--- src/rtl/pcileech_sysctl.sv ---
// System control for PCILeech boards: button debounce, uptime counter, stretched system
// reset, long-press config reload and per-LED display modes with activity stretching.
module pcileech_sysctl #(
    parameter int unsigned NUM_BUTTONS        = 2,
    parameter int unsigned RST_BUTTON         = 1,
    parameter int unsigned NUM_LEDS           = 2,
    parameter int unsigned DEBOUNCE_CYCLES    = 100000,
    parameter int unsigned RST_STRETCH_CYCLES = 64,
    parameter int unsigned RELOAD_HOLD_CYCLES = 500000000,
    parameter int unsigned LED_STRETCH_CYCLES = 5000000,
    parameter int unsigned BLINK_BIT          = 24,
    parameter int unsigned BLINK_WINDOW_BIT   = 27
) (
    input  logic                    clk,
    input  logic                    rst_n,
    input  logic [NUM_BUTTONS-1:0]  btn_n,
    input  logic [NUM_LEDS-1:0]     led_in,
    input  logic [2*NUM_LEDS-1:0]   led_mode,
    output logic [NUM_BUTTONS-1:0]  btn_press,
    output logic [NUM_BUTTONS-1:0]  btn_rise,
    output logic                    sys_rst,
    output logic [1:0]              sys_state,
    output logic                    cfg_reload,
    output logic [63:0]             tickcount,
    output logic [NUM_LEDS-1:0]     led_n
);

    localparam int unsigned DBW = $clog2(DEBOUNCE_CYCLES + 1);
    localparam int unsigned RLW = $clog2(RELOAD_HOLD_CYCLES + 1);
    localparam int unsigned LSW = $clog2(LED_STRETCH_CYCLES + 1);
    localparam logic [DBW-1:0] DB_LAST     = DBW'(DEBOUNCE_CYCLES - 1);
    localparam logic [RLW-1:0] RL_LAST     = RLW'(RELOAD_HOLD_CYCLES - 1);
    localparam logic [RLW-1:0] RL_MAX      = RLW'(RELOAD_HOLD_CYCLES);
    localparam logic [LSW-1:0] LS_LOAD     = LSW'(LED_STRETCH_CYCLES);
    localparam logic [63:0]    STRETCH_END = 64'(RST_STRETCH_CYCLES);

    typedef enum logic [1:0] {
        ST_RESET   = 2'd0,
        ST_STRETCH = 2'd1,
        ST_RUN     = 2'd2
    } state_e;

    logic [NUM_BUTTONS-1:0] sync1_q, sync1_d, sync2_q, sync2_d, btn_lvl;
    logic [NUM_BUTTONS-1:0] press_q, press_d, rise_q, rise_d;
    logic [DBW-1:0]         db_cnt_q [NUM_BUTTONS];
    logic [DBW-1:0]         db_cnt_d [NUM_BUTTONS];
    logic                   hold;
    logic [63:0]            tick_q, tick_d;
    logic                   sys_rst_q, sys_rst_d;
    logic [RLW-1:0]         rl_cnt_q, rl_cnt_d;
    logic                   cfg_q, cfg_d;
    logic [LSW-1:0]         ls_cnt_q [NUM_LEDS];
    logic [LSW-1:0]         ls_cnt_d [NUM_LEDS];
    logic [NUM_LEDS-1:0]    led_act, led_on, led_n_q, led_n_d;
    logic                   pwb;
    state_e                 state_q, state_d;

    // A level must differ from the accepted state for DEBOUNCE_CYCLES consecutive cycles.
    always_comb begin
        sync1_d = btn_n;
        sync2_d = sync1_q;
        btn_lvl = ~sync2_q;
        press_d = press_q;
        rise_d  = '0;
        for (int unsigned i = 0; i < NUM_BUTTONS; i++) begin
            db_cnt_d[i] = '0;
            if (btn_lvl[i] != press_q[i]) begin
                if (db_cnt_q[i] == DB_LAST) begin
                    press_d[i] = btn_lvl[i];
                    rise_d[i]  = btn_lvl[i];
                end else begin
                    db_cnt_d[i] = db_cnt_q[i] + 1'b1;
                end
            end
        end
    end

    always_comb begin
        hold      = press_q[RST_BUTTON];
        tick_d    = hold ? '0 : ((&tick_q) ? tick_q : tick_q + 64'd1);
        sys_rst_d = tick_d < STRETCH_END;
        rl_cnt_d  = '0;
        cfg_d     = 1'b0;
        if (hold) begin
            rl_cnt_d = (rl_cnt_q == RL_MAX) ? rl_cnt_q : rl_cnt_q + 1'b1;
            cfg_d    = (rl_cnt_q == RL_LAST);
        end
    end

    always_comb begin
        pwb = tick_q[BLINK_BIT] & (tick_q[63:BLINK_WINDOW_BIT] == '0);
        led_act = '0;
        led_on  = '0;
        for (int unsigned i = 0; i < NUM_LEDS; i++) begin
            ls_cnt_d[i] = led_in[i] ? LS_LOAD
                        : ((ls_cnt_q[i] != '0) ? ls_cnt_q[i] - 1'b1 : '0);
            led_act[i]  = led_in[i] | (ls_cnt_q[i] != '0);
            case (led_mode[2*i +: 2])
                2'd0:    led_on[i] = led_in[i];
                2'd1:    led_on[i] = led_act[i];
                2'd2:    led_on[i] = led_in[i] ^ pwb;
                default: led_on[i] = 1'b0;
            endcase
        end
        led_n_d = ~led_on;
    end

    always_ff @(posedge clk) begin
        if (!rst_n) begin
            state_q <= ST_RESET;
        end else begin
            state_q <= state_d;
        end
    end

    always_comb begin
        state_d = state_q;
        if (hold) begin
            state_d = ST_RESET;
        end else begin
            case (state_q)
                ST_RESET:   state_d = ST_STRETCH;
                ST_STRETCH: if (tick_d >= STRETCH_END) state_d = ST_RUN;
                ST_RUN:     state_d = ST_RUN;
                default:    state_d = ST_RESET;
            endcase
        end
    end

    always_comb begin
        sys_state = state_q;
    end

    always_ff @(posedge clk) begin
        if (!rst_n) begin
            sync1_q   <= '1;
            sync2_q   <= '1;
            press_q   <= '0;
            rise_q    <= '0;
            db_cnt_q  <= '{default: '0};
            tick_q    <= '0;
            sys_rst_q <= 1'b1;
            rl_cnt_q  <= '0;
            cfg_q     <= 1'b0;
            ls_cnt_q  <= '{default: '0};
            led_n_q   <= '1;
        end else begin
            sync1_q   <= sync1_d;
            sync2_q   <= sync2_d;
            press_q   <= press_d;
            rise_q    <= rise_d;
            db_cnt_q  <= db_cnt_d;
            tick_q    <= tick_d;
            sys_rst_q <= sys_rst_d;
            rl_cnt_q  <= rl_cnt_d;
            cfg_q     <= cfg_d;
            ls_cnt_q  <= ls_cnt_d;
            led_n_q   <= led_n_d;
        end
    end

    assign btn_press  = press_q;
    assign btn_rise   = rise_q;
    assign sys_rst    = sys_rst_q;
    assign cfg_reload = cfg_q;
    assign tickcount  = tick_q;
    assign led_n      = led_n_q;

endmodule

--- config.mk ---
export PLATFORM = sky130hd
export DESIGN_NAME = pcileech_sysctl
export DESIGN_NICKNAME = d
export VERILOG_FILES = /design/src/rtl/pcileech_sysctl.sv
export SDC_FILE = /design/constraint.sdc
export NUM_CORES = 1
export LEC_CHECK = 0
export ABC_AREA = 1
export BUFFER_PORTS_ARGS = -buffer_cell sky130_fd_sc_hd__buf_2
export CORE_MARGIN = 5
export CORE_UTILIZATION = 55
export DETAILED_ROUTE_END_ITERATION = 12
export GPL_TIMING_DRIVEN = 0
export HOLD_SLACK_MARGIN = 0.15
export MAX_ROUTING_LAYER = met4
export PLACE_DENSITY = 0.82
export RECOVER_POWER = 50
export SYNTH_ARGS = -nofsm -noshare
export SYNTH_HDL_FRONTEND = slang
export SYNTH_SLANG_ARGS = --single-unit
--- constraint.sdc ---
create_clock -name clk -period 2.65 [get_ports clk]
set_input_delay 0.3975 -clock clk [delete_from_list [all_inputs] [get_ports clk]]
set_output_delay 0.3975 -clock clk [all_outputs]
set_load 0.05 [all_outputs]
==> summary.md <==
| Metric | Value |
|---|---|
| Synth-to-layout area growth | 17.49% |
| Status | completed |
| Internal power | 0.004416 W |
| CP max FO | 10 |
| H-tree depth | 4 |
| GRT Residual Overflow | 0 |
| VDD IR-drop max | 0.4471 mV |
| Crit share post-route | 96.35% |
| Worst-margin pin slew | 1308 ps |
| Worst skew pair latency | 440 ps |
| Largest net degree at the start of global routing | 17 |
| Die width | 146.0 um |
| Seq pwr share | 49.3% |
| Slew margin rel. | 12.02% |
| Logic pwr share | 8.4% |
| Mapped Nets | 1,616 |
| Hold Path Class | in -> reg |
| Initial antenna violation count | 0 |
| Floorplan row count | 49 |
| Max capacitance violation total | 0 |
| Number of port buffers | 82 |
| Max Root-Sink Buffers | 2 |
| Clock skew | 11.40 ps |
| Nets | 1,734 |
| Wire per inst | 16.41 um |
| Vias in the first global route | 10,060 |
| Post-DP HPWL | 23,870 um |
| Seq/Total Area, Yosys | 36.82% |
| Initial Util | 56.22% |
| Initial drt markers | 952 |
| Post-route antenna net violation count | 0 |
| Total wire length | 32,120 um |
| Finished Layout Cells | 1,957 |
| Inst Count DP | 1,908 |
| Cells after synthesis | 1,597 |
| Number of distinct library cells after synthesis | 43 |
| Critical Path Sink Type | flop |
| Maximum clock rate | 391.6 MHz |
| Arrival time at the worst endpoint | 2920 ps |
| Vias | 10,930 |
| Drt pass-1 iters | 6 |
| #FFs+latches synth | 187 |
| Ports | 84 |
| HP Start | btn_n[1] |
| Max Slew Vio Count | 0 |
| Critical path required time | 3020 ps |
| Num CTS Buffers | 17 |
| Switching portion of total power | 26.03% |
| Post-Syn Area per Cell | 6.367 sq um |
| Diode count | 0 |
| Synthesized area | 10,170 sq um |
| Die area | 21,310 sq um |
| TritonCTS Sinks | 187 |
| Clock share of power | 42.2% |
| GR Util All Layers | 29.68% |
| Reg-to-Reg Start | tickcount[1]$_SDFF_PN0_ |
| P_sw | 0.001554 W |
| GPL Wtd Cong | 1.044 |
| Core Region | 18,090 sq um |
| CTS root buf | clkbuf_16 |
| Leakage power | 4.413 nW |
| Clock transition at path regs | 70 ps |
| CTS tree | yes |
| Residual DRC | 0 |
| Avg Vias per Cell | 5.583 |
| Critical Path Start Type | flop |
| Setup TNS | 0 ps |
| Die Height | 146.0 um |
| Pwr/cell area | 499.8 nW/um^2 |
| First-pass GRT wire length | 49,640 um |
| Fin. Hold Viols | 0 |
| Fin Hold WS | 183.4 ps |
| Fraction of layout cells with a size suffix above 1 | 13.60% |
| Setup violators final | 0 |
| Synth warn | 0 |
| Period minus WS final | 2553 ps |
| Worst Setup SP | tickcount[1]$_SDFF_PN0_ |
| Worst setup path class | reg -> reg |
layer usage:
metal | global-route usage (%) | part of all wire, % | vias to the layer above
li1 | - | - | 5378
met1 | 34.18 | 39 | 4952
met2 | 49.01 | 47 | 466
met3 | 4.734 | 8.0 | 130
met4 | 17.36 | 6.3 | 0
met5 | - | 0 | -
state kept, by name (all words and copies together) (netlist names):
name,cells
btn_rise,2
rl_cnt_q,29
sync2_q,2
sync1_q,2
sys_state,2
led_n,2
ls_cnt_q,46
tickcount,64
db_cnt_q,34
sys_rst,1
btn_press,2
cfg_reload,1
synthesized netlist by cell type, drive strengths merged:
master / number / area (sq um)
clkbuf: 15 / 56.30
a21boi: 1 / 7.510
nor4: 23 / 150.1
nand4: 33 / 212.7
o21a: 7 / 52.55
nand3: 109 / 550.5
o31ai: 1 / 7.510
dfxtp: 187 / 3744
clkinv: 3 / 11.26
inv: 174 / 653.1
o21bai: 2 / 15.01
a31oi: 9 / 56.30
nor3: 44 / 225.2
and2: 2 / 12.51
nor2: 361 / 1450
nand2: 399 / 1530
o21ai: 56 / 280.3
nor4b: 1 / 8.760
ha: 9 / 112.6
a211oi: 5 / 37.54
or4: 1 / 7.510
xor2: 16 / 140.1
or2: 14 / 87.59
nor3b: 4 / 30.03
nand3b: 14 / 105.1
a21oi: 74 / 370.4
buf: 14 / 90.08
o211ai: 2 / 15.01
xnor2: 17 / 148.9
stage by stage:
stage / power (W) / setup WS [ps] / cell area (sq um) / utilization (%)
5_1_grt: 0.006183 / -39.28 / 11950 / 66.05
3_3_place_gp: 0.003462 / -256.5 / 10870 / 60.08
3_5_place_dp: 0.003485 / -287.2 / 10870 / 60.08
4_1_cts: 0.005983 / 1.375 / 11530 / 63.75
2_1_floorplan: 0.003368 / 32.40 / 10170 / -
6_report: 0.005971 / 96.66 / 11950 / 66.05
worst paths after layout:
kind	endpoint	slack (ps)	depth (start not counted)
min reg2reg	sync2_q[0]$_SDFF_PN1_	410	1
max	sys_state[0]$_SDFFE_PP0P_	100	19
max reg2reg	sys_state[0]$_SDFFE_PP0P_	100	19
min	sync1_q[1]$_SDFF_PN1_	180	2
placed cells by master (no fill, tap or decap), types with 7 or more instances in the layout:
| cell | instances |
|---|---|
| nand2_1 | 375 |
| nor2_1 | 296 |
| inv_1 | 165 |
| dfxtp_1 | 140 |
| nand3_1 | 106 |
| clkbuf_1 | 91 |
| a21oi_1 | 74 |
| dfxtp_2 | 45 |
| nor2_2 | 41 |
| o21ai_0 | 40 |
| nor3_1 | 40 |
| nand4_1 | 32 |
| nor2_4 | 24 |
| nor4_1 | 22 |
| nand2_2 | 21 |
| clkbuf_16 | 18 |
| xnor2_1 | 17 |
| xor2_1 | 16 |
| nand3b_1 | 14 |
| buf_4 | 14 |
| or2_2 | 13 |
| o21ai_1 | 13 |
| buf_2 | 10 |
| inv_2 | 9 |
| a31oi_1 | 9 |
| ha_1 | 8 |
| o21a_1 | 7 |
area by class of cell:
type | instances | area (sq um)
repair buffers | 100 | 490.5
clock inverters | 10 | 107.6
fillers | 1656 | 6140
clock buffers | 22 | 464.2
plain buffers | 28 | 178.9
well taps | 229 | 286.5
multi-input cells | 1204 | 5947
inverters | 177 | 664.4
flip-flops and latches | 187 | 3807
timing repair:
item                                    4_1_cts  5_1_grt
endpoints found under the hold margin         1        0
setup buffers                                 1       15
cloned                                        0        1
hold buffers                                  1        0
resized for setup                            18      134
endpoints found under the setup margin        3       37
pin swaps                                     3       15
worst max-delay path, stage by stage (launching register included):
cell and delay, ps:
dfxtp_4 370, ha_4 200, nand3_4 90, inv_2 70, nand2_4 110, nor2_4 70, nand2_4 110, inv_2 70
nand2_8 150, buf_12 170, nand2_1 50, nand2_1 80, nand4_1 140, nor2_2 170, nand2_2 100, nor2_4 190
nand4_4 110, nand2_1 80, nand2_1 50, nor2_1 110
cells by family (layout without fill, tap and decap cells):
logic type	Yosys count	in the layout	synth area share, %
AO/OA/AOI/OAI	157	157	8.281
buffers and inverters	206	337	7.973
adder cells (fa/ha/maj)	9	9	1.107
AND/OR/NAND/NOR	1005	1005	42.98
flip-flops	187	187	36.82
XOR/XNOR	33	33	2.842
power by group through the flow:
stage / clock network, W / logic, W / registers (W)
after floorplan: 0 / 0.000309 / 0.00306
after global placement: 0 / 0.000459 / 0.00300
after detailed placement: 0 / 0.000482 / 0.00300
after CTS: 0.00254 / 0.000498 / 0.00294
after global routing: 0.00266 / 0.000569 / 0.00295
final: 0.00252 / 0.000504 / 0.00294
No activity file was read; power rests on OpenSTA's default activity.
